<file path="src/rtl/updown_bcd_counter_if.sv">
// Bundles the count-request inputs and display outputs of updown_bcd_counter.
// Latency: none, wires only.
// Backpressure: none; enable is a one-cycle request that is always accepted.
interface updown_bcd_counter_if;
  logic       enable;
  logic       up_down;
  logic [3:0] units;
  logic [3:0] tens;
  logic [6:0] hex0;
  logic [6:0] hex1;
  logic       tc;

  // Stimulus side: drives requests, observes the display.
  modport master (
    output enable, up_down,
    input  units, tens, hex0, hex1, tc
  );

  // Counter side.
  modport slave (
    input  enable, up_down,
    output units, tens, hex0, hex1, tc
  );
endinterface

</file>
<file path="src/rtl/updown_bcd_counter.sv">
// Two-digit BCD up/down counter with registered active-low seven-segment drivers.
// Latency: one cycle; a step sampled at edge N is visible on every output right after edge N.
// Backpressure: none; every enable cycle is one step. Macro LEADING_ZERO_BLANK_EN blanks hex1 when tens=0.
module updown_bcd_counter #(
  parameter int unsigned MAX_VALUE = 99,  // legal 1..99
  parameter bit          WRAP      = 1'b1 // 1 = wrap at limits, 0 = saturate
) (
  input logic              clk,
  input logic              reset,         // asynchronous, active-low
  updown_bcd_counter_if.slave bus
);

  localparam logic [3:0] MAX_TENS  = 4'(MAX_VALUE / 10);
  localparam logic [3:0] MAX_UNITS = 4'(MAX_VALUE % 10);

`ifdef LEADING_ZERO_BLANK_EN
  localparam logic [6:0] HEX1_RST = 7'h7F;
`else
  localparam logic [6:0] HEX1_RST = 7'h40;
`endif

  // Active-low segment pattern, bit order gfedcba; anything outside 0..9 blanks.
  function automatic logic [6:0] seg7(input logic [3:0] d);
    logic [6:0] s;
    case (d)
      4'd0:    s = 7'h40;
      4'd1:    s = 7'h79;
      4'd2:    s = 7'h24;
      4'd3:    s = 7'h30;
      4'd4:    s = 7'h19;
      4'd5:    s = 7'h12;
      4'd6:    s = 7'h02;
      4'd7:    s = 7'h78;
      4'd8:    s = 7'h00;
      4'd9:    s = 7'h10;
      default: s = 7'h7F;
    endcase
    return s;
  endfunction

  logic [3:0] units_q, tens_q;
  logic [3:0] units_nxt, tens_nxt;
  logic       tc_q, tc_nxt;
  logic [6:0] hex0_q, hex1_q;
  logic [6:0] hex1_nxt;
  logic       at_max, at_zero;

  assign at_max  = (tens_q == MAX_TENS) && (units_q == MAX_UNITS);
  assign at_zero = (tens_q == 4'd0) && (units_q == 4'd0);

  // Next digit values and limit pulse for this cycle's request.
  always_comb begin
    units_nxt = units_q;
    tens_nxt  = tens_q;
    tc_nxt    = 1'b0;
    if (bus.enable) begin
      if (bus.up_down) begin
        if (at_max) begin
          tc_nxt = 1'b1;
          if (WRAP) begin
            units_nxt = 4'd0;
            tens_nxt  = 4'd0;
          end
        end else if (units_q == 4'd9) begin
          units_nxt = 4'd0;
          tens_nxt  = tens_q + 4'd1;
        end else begin
          units_nxt = units_q + 4'd1;
        end
      end else begin
        if (at_zero) begin
          tc_nxt = 1'b1;
          if (WRAP) begin
            units_nxt = MAX_UNITS;
            tens_nxt  = MAX_TENS;
          end
        end else if (units_q == 4'd0) begin
          units_nxt = 4'd9;
          tens_nxt  = tens_q - 4'd1;
        end else begin
          units_nxt = units_q - 4'd1;
        end
      end
    end
  end

  // Tens display pattern, decoded from the next value so it lands with the digits.
  always_comb begin
    hex1_nxt = seg7(tens_nxt);
`ifdef LEADING_ZERO_BLANK_EN
    if (tens_nxt == 4'd0) hex1_nxt = 7'h7F;
`endif
  end

  // All outputs share one register stage so digits and segments never disagree.
  always_ff @(posedge clk or negedge reset) begin
    if (!reset) begin
      units_q <= 4'd0;
      tens_q  <= 4'd0;
      tc_q    <= 1'b0;
      hex0_q  <= 7'h40;
      hex1_q  <= HEX1_RST;
    end else begin
      units_q <= units_nxt;
      tens_q  <= tens_nxt;
      tc_q    <= tc_nxt;
      hex0_q  <= seg7(units_nxt);
      hex1_q  <= hex1_nxt;
    end
  end

  assign bus.units = units_q;
  assign bus.tens  = tens_q;
  assign bus.tc    = tc_q;
  assign bus.hex0  = hex0_q;
  assign bus.hex1  = hex1_q;

endmodule
</file>
<file path="src/flat_wrapper.sv">
// flat-port wrapper written by rule: the top's interface ports become plain ports
module updown_bcd_counter_flat 
#(
  parameter int unsigned MAX_VALUE = 99,                
  parameter bit          WRAP      = 1'b1                                    
)
  (clk, reset, bus_enable, bus_up_down, bus_units, bus_tens, bus_hex0, bus_hex1, bus_tc);
  updown_bcd_counter_if bus_i ();
  input logic clk;
  input logic reset;
  input wire logic [$bits(bus_i.enable)-1:0] bus_enable;
  input wire logic [$bits(bus_i.up_down)-1:0] bus_up_down;
  output wire logic [$bits(bus_i.units)-1:0] bus_units;
  output wire logic [$bits(bus_i.tens)-1:0] bus_tens;
  output wire logic [$bits(bus_i.hex0)-1:0] bus_hex0;
  output wire logic [$bits(bus_i.hex1)-1:0] bus_hex1;
  output wire logic [$bits(bus_i.tc)-1:0] bus_tc;
  assign bus_i.enable = bus_enable;
  assign bus_i.up_down = bus_up_down;
  assign bus_units = bus_i.units;
  assign bus_tens = bus_i.tens;
  assign bus_hex0 = bus_i.hex0;
  assign bus_hex1 = bus_i.hex1;
  assign bus_tc = bus_i.tc;
  updown_bcd_counter #(.MAX_VALUE(MAX_VALUE), .WRAP(WRAP)) u_core (.clk(clk), .reset(reset), .bus(bus_i));
endmodule
</file>
<file path="config.mk">
export PLATFORM = sky130hd
export DESIGN_NAME = updown_bcd_counter_flat
export DESIGN_NICKNAME = d
export VERILOG_FILES = /design/src/rtl/updown_bcd_counter_if.sv /design/src/rtl/updown_bcd_counter.sv /design/src/flat_wrapper.sv
export SDC_FILE = /design/constraint.sdc
export NUM_CORES = 1
export LEC_CHECK = 0
export CORE_MARGIN = 2
export CORE_UTILIZATION = 33
export CTS_BUF_LIST = sky130_fd_sc_hd__clkbuf_2
export DETAILED_ROUTE_END_ITERATION = 12
export SETUP_SLACK_MARGIN = 0.15
export SYNTH_ARGS = -nofsm -noshare
export SYNTH_HDL_FRONTEND = slang
export SYNTH_SLANG_ARGS = --single-unit
</file>
<file path="constraint.sdc">
create_clock -name clk -period 4.5 [get_ports clk]
set_clock_uncertainty 0.2 [all_clocks]
set_input_delay 0.9 -clock clk [delete_from_list [all_inputs] [get_ports clk]]
set_output_delay 0.9 -clock clk [all_outputs]
set_load 0.01 [all_outputs]
</file>
==> reports/results.ini <==
[status]
run_status = completed

[place]
port_buffers = 26
hpwl_mm = 2.577
dp_slack_ps = 605.8
gp_congestion = 0.8386
dpl-instance-area_mm2 = 0.001784

[floorplanning]
core_area_mm2 = 0.004354
die_w_um = 71.45
rows = 24
start_util_pct = 34.48
die_h_um = 71.45
dieArea_mm2 = 0.005105
pin_count = 27

[sta]
fin_crit_ps = 3544
tightest_slew_ps = 1045
fin_tns_setup_ps = 0
finalSetupViolations = 0
fmaxAchievable_mhz = 282.2
finalCritPeriodShare_pct = 78.76
rsz0062_at_grt = no
slew_violations = 0
setup_ws_ps = 955.9
relSlewSlack_pct = 30.14
finalHoldViolations = 0

[yosys]
synth_top_family_by_area = compound AO/OA/AOI/OAI gates
yosysMostFrequentCell = dfrtp_1
synth.area.top_cells = dfrtp_1 35%, ha_1 13%, a21oi_1 4.7%
syn_avg_cell_area_um2 = 9.211
ys_types = 43
synth_top_area_cell = dfrtp_1
synth_compound_area_share_pct = 21.33
async_flop_share_pct = 100.0
synthAdderAreaFrac_pct = 13.33
synth.net_count = 183
synthMuxAreaShare_pct = 2.083
synth-simple-area-share_pct = 16.83
synth_cells = 163
yosysSeqAreaShare_pct = 38.50
netlist_area_mm2 = 0.001501
synth.top_cell.area_share_pct = 35.00
synth_common_cells = 21 x dfrtp_1, 16 x ha_1, 15 x inv_1, 14 x a21oi_1, 11 x o21ai_0
synth_edf_count = 0
ys_ff_latch = 23
synth_xor_area_share_pct = 0.5833
synth_ff_type = dfrtp_1
ys_warn_count = 0

[global_routing]
grt_pass1_wl_mm = 6.092
use_met1_pct = 19.96
antenna_found_initial = 0
grt_max_degree = 24
use_met3_pct = 2.250
busiest_layer = met2
grt_pass1_vias = 1247
grt-ovfl-total = 0
met2_usage_pct = 24.28
grt_usage_pct = 14.77

[setup_path]
crit_chain = clkdlybuf4s50_1, or4b_1, nor3_1, o21a_1, o32a_2, inv_1, ha_1, mux2_2, a22oi_1
crit_required_ps = 4570
cp_slowest_cell = or4b_1
rr_endpoint = u_core.bus.hex1[4]
arrival_ps = 3610
worst_setup_path_end_kind = flip-flop
critPathCapture = u_core.bus.hex1[4]
worstSetupPathType = input pin to flip-flop
ff2ff_path_depth = 10
worstSetupStartpointType = input pin
crit_path_start = bus_up_down
crit_fanout = 13
slowest_delay_ps = 670
rrSetupSlack_ps = 1270
r2r-start = u_core.bus.units[0]

[run]
cap_violations = 0

[clock_network]
cts_setup_buffers = 0
cts_tree = yes
clock_path_buffers = 2
clkSlewWorstSetupHoldPaths_ps = 240
ctsResizeCount = 0
cts_inserted_buffers = 3
cts-htree-levels = 1
clock-sinks = 23
postCtsHoldBufs = 0
clk_latency_ps = 340
cts_root_buf = clkbuf_2

[routing]
viasPerCell = 5.441
vias = 1284
post_drt_wl_per_cell_um = 14.86
ant_nets = 0
routed_wl_mm = 3.508
drc = 0
dr.pass1.iters = 4
drt-initial-drc-count = 90

[pwr]
p_total_mw = 1.188
power_density_mw_per_mm2 = 658.6
vdd_drop_max_v = 0.0002191
p_leak_nw = 0.7894

[final_layout]
diodes = 0
syn_to_final_growth_pct = 20.17
nFillCells = 417
drive_above_1_share_pct = 5.978
final_area_mm2 = 0.001804
nets = 205

[min_path]
hp-class = flip-flop to flip-flop
min_path_cells = 3

cell type report:
cell class / count / area (um2) / share of cell area, %
timing repair buffer: 27 / 267.8 / 14.84
tap: 52 / 65.06 / 3.606
sequential: 23 / 578.1 / 32.04
inverter: 16 / 60.06 / 3.329
clock inverter: 1 / 5.005 / 0.2774
multi-input combinational: 114 / 813.3 / 45.08
clock buffer: 3 / 15.01 / 0.8322
power by group:
part           switching [mW]  internal [mW]  total, mW
registers              0.0833          0.301      0.385
logic                   0.375          0.342      0.717
clock network          0.0666         0.0202     0.0868
cells by family after synthesis:
family,after synthesis
xor gates and xnor gates,1
DFF,23
buffers and inverters,26
AOI/OAI and AO/OA,49
adders and majority gates,16
and+or+nand+nor,45
muxes,3
metrics by stage:
stage	hold slack [ps]	std cells	utilization [%]
2_1_floorplan	404.4	163	-
3_3_place_gp	573.8	232	40.98
3_5_place_dp	586.6	232	40.98
4_1_cts	606.8	236	41.44
5_1_grt	684.1	236	41.44
6_report	607.0	236	41.44
worst min-delay path by stage:
stage	start	endpoint	slack (ps)
floorplan	reset	u_core.bus.hex0[0]	400
global placement	u_core.bus.units[0]	u_core.bus.units[0]	570
detailed placement	u_core.bus.tens[3]	u_core.bus.tc	590
CTS	u_core.bus.tens[3]	u_core.bus.tc	610
global route	u_core.bus.tens[1]	u_core.bus.tens[1]	680
finish	u_core.bus.tens[3]	u_core.bus.tc	610
worst max-delay path, delay by kind of cell:
kind,cells,cell delay [ps]
AOI/OAI and AO/OA,3,540
and+or+nand+nor,2,960
adders and majority gates,1,210
muxes,1,260
buffers and inverters,2,720
per-layer routing:
layer	vias up	wire, um
li1	623	-
met1	629	1580
met2	30	1759
met3	2	146
met4	0	22
met5	-	0
state kept, by name, indices dropped and copies added (netlist names):
name / cells
u_core.bus.hex1: 7
u_core.bus.hex0: 7
u_core.bus.units: 4
u_core.bus.tc: 1
u_core.bus.tens: 4
placed cells by master, fill, tap and decap left out, types with 3 or more instances in the layout:
cell	synthesis	routed
a21oi_1	14	14
a2bb2oi_1	3	3
o21ai_0	11	11
a31oi_1	3	3
dfrtp_1	21	21
nand2_1	5	5
clkdlybuf4s50_1	0	26
inv_1	15	15
nor3_1	9	9
nor2_1	9	9
a211oi_1	3	3
nand3_1	4	4
a22oi_1	3	3
clkbuf_2	0	3
ha_1	16	16
Power figures use the tool's default switching activity.
